### src/rtl/store_buffer_pkg.sv
// store_buffer_pkg: types shared by the store buffer and its overlap matcher.
//   u64, strobe_t : 64-bit data word and 8-bit byte-enable
//   sb_entry_t    : one buffered store {addr, data, strobe}
//   sb_state_t    : drain FSM states
//   word_addr()   : clears address bits [2:0]
package store_buffer_pkg;

  typedef logic [63:0] u64;
  typedef logic [7:0]  strobe_t;

  typedef struct packed {
    u64      addr;
    u64      data;
    strobe_t strobe;
  } sb_entry_t;

  typedef enum logic {SB_IDLE, SB_REQ} sb_state_t;

  function automatic u64 word_addr(input u64 a);
    return a & ~u64'(7);
  endfunction

endpackage

### src/rtl/store_buffer_match.sv
// store_buffer_match: combinational load/store overlap check.
//   Each live entry (age k < count, age 0 = head) is compared against the load:
//   same 8-byte word and at least one common byte lane. The youngest hit wins.
// Ports:
//   ent_addr/ent_strobe [DEPTH]   entry storage, indexed by physical slot
//   ent_data [DEPTH]              (STORE_BUF_FWD_EN only) entry data
//   head, count                   FIFO occupancy
//   ld_addr, ld_strobe            load being checked
//   hit                           any live entry overlaps the load
//   hit_data, hit_strobe          (STORE_BUF_FWD_EN only) youngest hit entry
// Configuration macro: STORE_BUF_FWD_EN
module store_buffer_match
  import store_buffer_pkg::*;
#(
  parameter int DEPTH = 4,
  parameter int PW    = $clog2(DEPTH)
) (
  input  u64             ent_addr   [DEPTH],
  input  strobe_t        ent_strobe [DEPTH],
`ifdef STORE_BUF_FWD_EN
  input  u64             ent_data   [DEPTH],
  output u64             hit_data,
  output strobe_t        hit_strobe,
`endif
  input  logic [PW-1:0]  head,
  input  logic [PW:0]    count,
  input  u64             ld_addr,
  input  strobe_t        ld_strobe,
  output logic           hit
);

  logic [DEPTH-1:0] age_hit;
  logic [PW-1:0]    age_idx [DEPTH];

  // Walk entries by age so "youngest" is simply the highest matching age.
  for (genvar k = 0; k < DEPTH; k++) begin : g_age
    assign age_idx[k] = head + PW'(k);
    // OR-ing in the low bits compares only addr[63:3].
    assign age_hit[k] = ((PW+1)'(k) < count) &&
                        ((ent_addr[age_idx[k]] | u64'(7)) == (ld_addr | u64'(7))) &&
                        (|(ent_strobe[age_idx[k]] & ld_strobe));
  end

  assign hit = |age_hit;

`ifdef STORE_BUF_FWD_EN
  always_comb begin
    hit_data   = '0;
    hit_strobe = '0;
    for (int k = 0; k < DEPTH; k++) begin
      if (age_hit[k]) begin
        hit_data   = ent_data[age_idx[k]];
        hit_strobe = ent_strobe[age_idx[k]];
      end
    end
  end
`endif

endmodule

### src/rtl/store_buffer.sv
// store_buffer: in-order FIFO of lane-aligned stores draining to the data bus.
// Ports:
//   clk, resetn                       clock; async active-low reset
//   st_valid/st_ready, st_addr/data/strobe   store enqueue handshake
//   ld_valid, ld_addr, ld_strobe      load presented for overlap check
//   ld_conflict                       load must stall
//   ld_fwd_valid, ld_fwd_data         forwarded data (STORE_BUF_FWD_EN only, else 0)
//   dreq_valid, dreq_addr/data/strobe bus write request for the head entry
//   dresp_ok                          one-cycle completion of the outstanding write
//   drain                             blocks new enqueues while high
//   sb_empty                          no entries and no outstanding request
// Configuration macro: STORE_BUF_FWD_EN (store-to-load forwarding)
module store_buffer
  import store_buffer_pkg::*;
#(
  parameter int DEPTH = 4
) (
  input  logic    clk,
  input  logic    resetn,
  input  logic    st_valid,
  output logic    st_ready,
  input  u64      st_addr,
  input  u64      st_data,
  input  strobe_t st_strobe,
  input  logic    ld_valid,
  input  u64      ld_addr,
  input  strobe_t ld_strobe,
  output logic    ld_conflict,
  output logic    ld_fwd_valid,
  output u64      ld_fwd_data,
  output logic    dreq_valid,
  output u64      dreq_addr,
  output u64      dreq_data,
  output strobe_t dreq_strobe,
  input  logic    dresp_ok,
  input  logic    drain,
  output logic    sb_empty
);

  localparam int PW = $clog2(DEPTH);

  sb_entry_t     entries_q [DEPTH];
  sb_entry_t     entries_d [DEPTH];
  logic [PW-1:0] head_q, head_d, tail_q, tail_d;
  logic [PW:0]   count_q, count_d;
  sb_state_t     state_q, state_d;
  logic          push, pop;

  // No pop bypass when full: a slot only frees up on the cycle after the pop.
  assign st_ready = (count_q != (PW+1)'(DEPTH)) && !drain;
  assign push     = st_valid && st_ready;
  assign pop      = (state_q == SB_REQ) && dresp_ok;
  assign sb_empty = (count_q == '0) && (state_q == SB_IDLE);

  // ---------------- FIFO storage and pointers ----------------
  always_comb begin
    entries_d = entries_q;
    head_d    = head_q;
    tail_d    = tail_q;
    count_d   = count_q;
    if (push) begin
      entries_d[tail_q] = '{addr: word_addr(st_addr), data: st_data, strobe: st_strobe};
      tail_d            = tail_q + PW'(1);
    end
    if (pop) head_d = head_q + PW'(1);
    case ({push, pop})
      2'b10:   count_d = count_q + (PW+1)'(1);
      2'b01:   count_d = count_q - (PW+1)'(1);
      default: count_d = count_q;
    endcase
  end

  // ---------------- drain FSM ----------------
  // The head slot is never written while occupied, so dreq_* stay stable
  // for the whole REQ phase without extra holding registers.
  always_comb begin
    state_d     = state_q;
    dreq_valid  = 1'b0;
    dreq_addr   = '0;
    dreq_data   = '0;
    dreq_strobe = '0;
    case (state_q)
      SB_IDLE: if (count_q != '0) state_d = SB_REQ;
      SB_REQ: begin
        dreq_valid  = 1'b1;
        dreq_addr   = entries_q[head_q].addr;
        dreq_data   = entries_q[head_q].data;
        dreq_strobe = entries_q[head_q].strobe;
        // Staying in REQ when entries remain gives back-to-back requests.
        if (pop && count_d == '0) state_d = SB_IDLE;
      end
      default: state_d = SB_IDLE;
    endcase
  end

  always_ff @(posedge clk or negedge resetn) begin
    if (!resetn) begin
      for (int i = 0; i < DEPTH; i++) entries_q[i] <= '0;
      head_q  <= '0;
      tail_q  <= '0;
      count_q <= '0;
      state_q <= SB_IDLE;
    end else begin
      entries_q <= entries_d;
      head_q    <= head_d;
      tail_q    <= tail_d;
      count_q   <= count_d;
      state_q   <= state_d;
    end
  end

  // ---------------- load overlap ----------------
  u64      ent_addr   [DEPTH];
  strobe_t ent_strobe [DEPTH];
  logic    hit;

  always_comb begin
    for (int i = 0; i < DEPTH; i++) begin
      ent_addr[i]   = entries_q[i].addr;
      ent_strobe[i] = entries_q[i].strobe;
    end
  end

`ifdef STORE_BUF_FWD_EN
  u64      ent_data [DEPTH];
  u64      hit_data;
  strobe_t hit_strobe;
  logic    covers;

  always_comb begin
    for (int i = 0; i < DEPTH; i++) ent_data[i] = entries_q[i].data;
  end
`endif

  store_buffer_match #(.DEPTH(DEPTH)) u_match (
    .ent_addr   (ent_addr),
    .ent_strobe (ent_strobe),
`ifdef STORE_BUF_FWD_EN
    .ent_data   (ent_data),
    .hit_data   (hit_data),
    .hit_strobe (hit_strobe),
`endif
    .head       (head_q),
    .count      (count_q),
    .ld_addr    (ld_addr),
    .ld_strobe  (ld_strobe),
    .hit        (hit)
  );

`ifdef STORE_BUF_FWD_EN
  // Forward only when the youngest overlapping store supplies every byte read.
  assign covers       = (ld_strobe & ~hit_strobe) == '0;
  assign ld_fwd_valid = ld_valid && hit && covers;
  assign ld_fwd_data  = ld_fwd_valid ? hit_data : '0;
  assign ld_conflict  = ld_valid && hit && !covers;
`else
  assign ld_conflict  = ld_valid && hit;
  assign ld_fwd_valid = 1'b0;
  assign ld_fwd_data  = '0;
`endif

  // A completion with nothing outstanding means the bus side is confused.
  a_resp_in_idle: assert property (@(posedge clk) disable iff (!resetn)
    dresp_ok |-> state_q == SB_REQ);

endmodule

### config.mk
export PLATFORM = sky130hd
export DESIGN_NAME = store_buffer
export DESIGN_NICKNAME = d
export VERILOG_FILES = /design/src/rtl/store_buffer_pkg.sv /design/src/rtl/store_buffer_match.sv /design/src/rtl/store_buffer.sv
export SDC_FILE = /design/constraint.sdc
export NUM_CORES = 1
export LEC_CHECK = 0
export BUFFER_PORTS_ARGS = -buffer_cell sky130_fd_sc_hd__buf_2
export CORE_MARGIN = 4
export CORE_UTILIZATION = 50
export CTS_CLUSTER_SIZE = 28
export DETAILED_ROUTE_END_ITERATION = 6
export PLACE_DENSITY = 0.71
export REMOVE_ABC_BUFFERS = 1
export SLEW_MARGIN = 20
export SYNTH_ARGS = -nofsm -noshare
export SYNTH_HDL_FRONTEND = slang
export SYNTH_HIERARCHICAL = 1
export SYNTH_SLANG_ARGS = --single-unit
export TNS_END_PERCENT = 20
### constraint.sdc
create_clock -name clk -period 5.55 [get_ports clk]
set_input_delay 1.11 -clock clk [delete_from_list [all_inputs] [get_ports clk]]
set_output_delay 1.11 -clock clk [all_outputs]
set_load 0.1 [all_outputs]
==> results of run 1 <==
sequential cells by signal, indices dropped and copies added (netlist names):
register / count
ent_addr: 244
state_q: 1
count_q: 3
ent_strobe: 32
entries_q: 256
head_q: 2
tail_q: 2
final timing paths:
kind                                       startpoint                    endpoint  slack (ps)  cells past startpoint
min in group asynchronous                      resetn  entries_q[467]$_DFFE_PN0P_         500                      1
max in group asynchronous                      resetn   entries_q[36]$_DFFE_PN0P_        3620                      2
setup / recovery                head_q[0]$_DFFE_PN0N_                 ld_conflict          70                     11
hold / removal             entries_q[338]$_DFFE_PN0P_  entries_q[338]$_DFFE_PN0P_         490                      1
hold reg to reg            entries_q[338]$_DFFE_PN0P_  entries_q[338]$_DFFE_PN0P_         490                      1
setup reg to reg                    state_q$_DFF_PN0_           state_q$_DFF_PN0_        2410                      7
cell usage in the layout, fill, tap and decap left out, types with 10 or more instances in the layout:
cell,instances
a21oi_1,22
a221oi_1,13
a22oi_1,13
a2bb2oi_1,11
a31oi_1,10
and2_1,140
buf_12,22
buf_2,342
buf_4,73
clkbuf_1,11
clkbuf_16,60
clkbuf_8,12
clkinv_2,14
conb_1,68
dfrtp_1,537
diode_2,22
inv_1,19
mux2_1,38
mux2_2,324
mux2_4,212
mux2i_1,218
mux4_2,260
nand2_1,40
nand3_1,16
nand4_1,33
nor2_1,14
nor3_1,11
nor4_1,23
o211ai_1,10
o21ai_0,25
o221ai_1,10
o22ai_1,15
xnor2_1,132
xor2_1,67
cell families (layout without fill, tap and decap cells):
kind of cell	count (synthesis)	after routing	share of synthesized area, %
flops	540	540	37.5
fa+ha+maj	6	6	0.229
other cells	1	90	0.0104
buf+inv	312	569	5.94
xor+xnor	200	200	4.87
simple gates	302	302	4.90
mux	1055	1055	42.6
compound gates	189	189	3.90
layer usage:
layer	global-route usage (%)	up-vias	wire length, µm
met2	45.1	798	52300
li1	-	10300	-
met3	6.46	185	7870
met5	0	-	199
met4	7.65	30	3450
met1	38.6	12900	46400
metrics by stage:
stage	TNS, ps	hold slack [ps]	worst slack, ps	utilization, %	instance area [µm²]
6_report	0	491	71.2	56.4	40300
3_5_place_dp	0	483	693	53.3	38100
5_1_grt	0	514	18.1	56.4	40300
4_1_cts	0	496	32.5	56.3	40200
3_3_place_gp	0	465	683	53.3	38100
2_1_floorplan	-2818870	453	-15980	-	34200
timing repair:
| action | 4_1_cts | 5_1_grt |
|---|---|---|
| endpoints found under the hold margin | 0 | 0 |
| setup endpoints to repair | 0 | 1 |
| resized for setup | 0 | 5 |
| setup buffers | 0 | 2 |
area by class of cell:
class	instances	area, µm²
antenna	22	55.1
clock buffer	83	1710
clock inverter	25	378
fill	5803	31200
inverter	20	75.1
multi-input combinational	1820	20600
sequential	540	13500
tap	950	1190
timing repair buffer	441	2750
==> flow_summary.toml, run 1 <==
[outcome]
status = "finished, final reports clean"

[finish]
areaGrowthSynthToFinish_pct = 12.0
drive_gt1_share_pct = 46.3
fin_cells = 3901
finalNetCount = 3102

[synth]
syn_inst = 2605
ys_warn_count = 6
syn_avg_cell_area_um2 = 13.8
synth.area.top_cells = "dfrtp_1 (38%), mux4_2 (16%), mux2_2 (10%)"
synth_commonest_cells = "dfrtp_1 (540), mux2_2 (324), mux4_2 (260)"
synth_edf_count = 0
yosysMostFrequentCell = "dfrtp_1"
synth_cell_type_count = 67
synth_seq_cells = 540
synth_flop_cell = "dfrtp_1"
synth_top_area_share_pct = 37.5
synth_top_area_cell = "dfrtp_1"
async_reset_ff_share_pct = 100
ys_seq_area_share_pct = 37.5
netlist_area_um2 = 36000

[worst_setup_path]
startpoint_type = "register"
cp-end-kind = "output port"
crit_fanout = 21
worstPathArrival_ps = 4370
required_ps = 4440
path_class = "register to output port"
cp_top_family = "simple AND/OR/NAND/NOR gates"
critPathMaxStageDelay_ps = 670
cp.buffers_inverters = 3
crit_chain = "buf_12, buf_4, mux4_2, xnor2_1, nand4_1, nor4_1, nand4_1, nor4_1, or4_1, and2_1, buf_12"
slowest_stage = "dfrtp_4"

[global_routing]
antenna_found_initial = 37
grt_remaining_overflow = 0
track_usage_pct = 28.1
grt_pass1_wl_mm = 166
grt_pass1_vias = 24900
grt_max_degree = 161

[timing]
setup_violations = 0
max_freq_ghz = 0.183
period_share_pct = 98.7
report.final.slew_viol_count = 0
finClkSkew_ps = 46.6
worst_pin_slew_ps = 1000
maxSlewHeadroom_pct = 33.3
final_hold_viol_count = 0
period_needed_ps = 5480
rsz0062_at_grt = "no"

[clocking]
cts_sinks = 540
clk_pin_slew_ps = 60
cts_tree = "built"
clk_latency_ps = 660
cts_buffer_depth = 3
hold_buffers = 0
htreeDepth = 2
cts-root-buf = "clkbuf_16"
cts_buffers = 59

[routing]
wl_per_cell_um = 28.2
drc = 0
vias_per_cell = 6.22
first_iter_violations = 2294
finalWirelength_mm = 110
vias = 24300
antenna_left = 0
first_pass_iters = 7

[floorplanning]
start_util_pct = 50.4
die_h_um = 276
ios = 419
die-area_um2 = 76400
rows = 98
die_w_um = 276
core_area_um2 = 71500

[place]
portBuffers = 344
dp.cells = 3769
dp_hpwl_mm = 79.9
gp_congestion = 0.991

[flow_run]
drv_cap = 0

[hold_path]
hold_class = "register to register"
Power of run 1 is not shown: default switching activity piles up to over one toggle a cycle in this logic, so the estimate is an artifact.
==> inputs of run 2 (changes only) <==
RECOVER_POWER = 100   (was unset)
==> run 2 against run 1 <==
The run now ends with max-capacitance violations, max-slew violations left. Die area unchanged. First-iteration DRC count decreased by 5.1%. Cell area decreased by 2.5%. Final cell count about the same. Clock-buffer cell count unchanged. Critical path depth unchanged. Critical endpoint unchanged.
==> flow_summary.toml, run 2 (synthesis results as in run 1) <==
[timing]
period_needed_ps = 5430
report.final.slew_viol_count = 868
final.setup.worst_slack_ps = 116
final_hold_viol_count = 0
period_share_pct = 97.9
maxSlewHeadroom_pct = -135
rsz0062_at_grt = "no"
max_freq_ghz = 0.184
worst_pin_slew_ps = 3530
setup_violations = 0
finClkSkew_ps = 44.9

[worst_setup_path]
cp-end-kind = "output port"
crit_chain = "buf_12, buf_4, mux4_2, xor2_1, nor3_1, nand4_1, or4_1, nor4_1, or4_1, and2_1, buf_12"
critPathMaxStageDelay_ps = 670
r2r_start = "count_q[2]$_DFF_PN0_"
crit_start = "head_q[0]$_DFFE_PN0N_"
worstPathArrival_ps = 4320
path_class = "register to output port"
slowest_stage = "dfrtp_4"
startpoint_type = "register"
required_ps = 4440
crit_fanout = 21

[clocking]
clk_latency_ps = 650
cts_buffer_depth = 3
clk_pin_slew_ps = 60
hold_buffers = 0
cts_sinks = 540
htreeDepth = 2
cts-root-buf = "clkbuf_16"
cts_tree = "built"
cts_buffers = 59

[routing]
vias_per_cell = 6.21
wl_per_cell_um = 28.2
antenna_left = 0
first_pass_iters = 7
drc = 0
vias = 24200
first_iter_violations = 2176
finalWirelength_mm = 110

[place]
portBuffers = 344
dp_slack_ps = 693
dp_hpwl_mm = 79.9
gp_congestion = 0.991

[global_routing]
track_usage_pct = 28.1
grt_max_degree = 161
antenna_found_initial = 37
grt_pass1_wl_mm = 166
grt_remaining_overflow = 0
grt_pass1_vias = 24900

[finish]
finalNetCount = 3102
areaGrowthSynthToFinish_pct = 9.21
fin_util_pct = 55.0
largest_register_ffs = 256
final_common_cell = "dfrtp_1"
regMostFlops = "entries_q"
drive_gt1_share_pct = 37.0
final_cell_mix = "dfrtp_1 (538), mux2_2 (324), mux4_2 (260), mux2_1 (233), mux2i_1 (218)"

[floorplanning]
die_w_um = 276
die-area_um2 = 76400
die_h_um = 276
rows = 98
start_util_pct = 50.4
ios = 419
core_area_um2 = 71500

[flow_run]
drv_cap = 10

[outcome]
status = "complete, but fails checks"
violations = "max-capacitance violations, max-slew violations"

[hold_path]
hold_class = "register to register"
min_from = "entries_q[200]$_DFFE_PN0P_"
[run 2: timing repair]
action	in CTS	in global routing
buffers inserted	0	2
setup endpoints to repair	0	1
gates resized for setup	0	5
[run 2: final timing paths]
path / depth (start not counted) / slack [ps] / end
max: 11 / 120 / ld_conflict
min: 1 / 480 / entries_q[200]$_DFFE_PN0P_
max reg2reg: 5 / 390 / entries_q[165]$_DFFE_PN0P_
min reg2reg: 1 / 480 / entries_q[200]$_DFFE_PN0P_
max in group asynchronous: 2 / 880 / entries_q[438]$_DFFE_PN0P_
min in group asynchronous: 1 / 1170 / entries_q[467]$_DFFE_PN0P_
[run 2: cell type report]
type,instances,area [µm²]
fill,6081,32200
inverter,20,75.1
timing repair buffer,441,2520
clock inverter,25,378
tap,950,1190
antenna,21,52.6
multi-input combinational,1820,19900
sequential,540,13500
clock buffer,83,1710
[run 2: worst max-delay path, delay by kind of cell, from the launching register on]
| kind | cells | cell delay [ps] |
|---|---|---|
| xor+xnor | 1 | 160 |
| buf+inv | 3 | 660 |
| flops | 1 | 670 |
| mux | 1 | 530 |
| simple gates | 6 | 1660 |
[run 2: through the flow]
step | hold WS, ps | setup TNS (ps) | area (µm²) | instances
after floorplan | 453 | -2818870 | 34200 | 2380
after global placement | 465 | 0 | 38100 | 3769
after detailed placement | 483 | 0 | 38100 | 3769
after CTS | 496 | 0 | 40200 | 3877
after global routing | 498 | 0 | 39300 | 3888
final | 483 | 0 | 39300 | 3900
[run 2: metal layers]
| layer | up-vias | routed length [µm] | track usage (%) |
|---|---|---|---|
| met4 | 30 | 3450 | 7.65 |
| met5 | - | 169 | 0 |
| li1 | 10300 | - | - |
| met1 | 12800 | 46000 | 38.6 |
| met2 | 829 | 52400 | 45.1 |
| met3 | 186 | 8040 | 6.46 |
Power of run 2 is left out for the same reason.
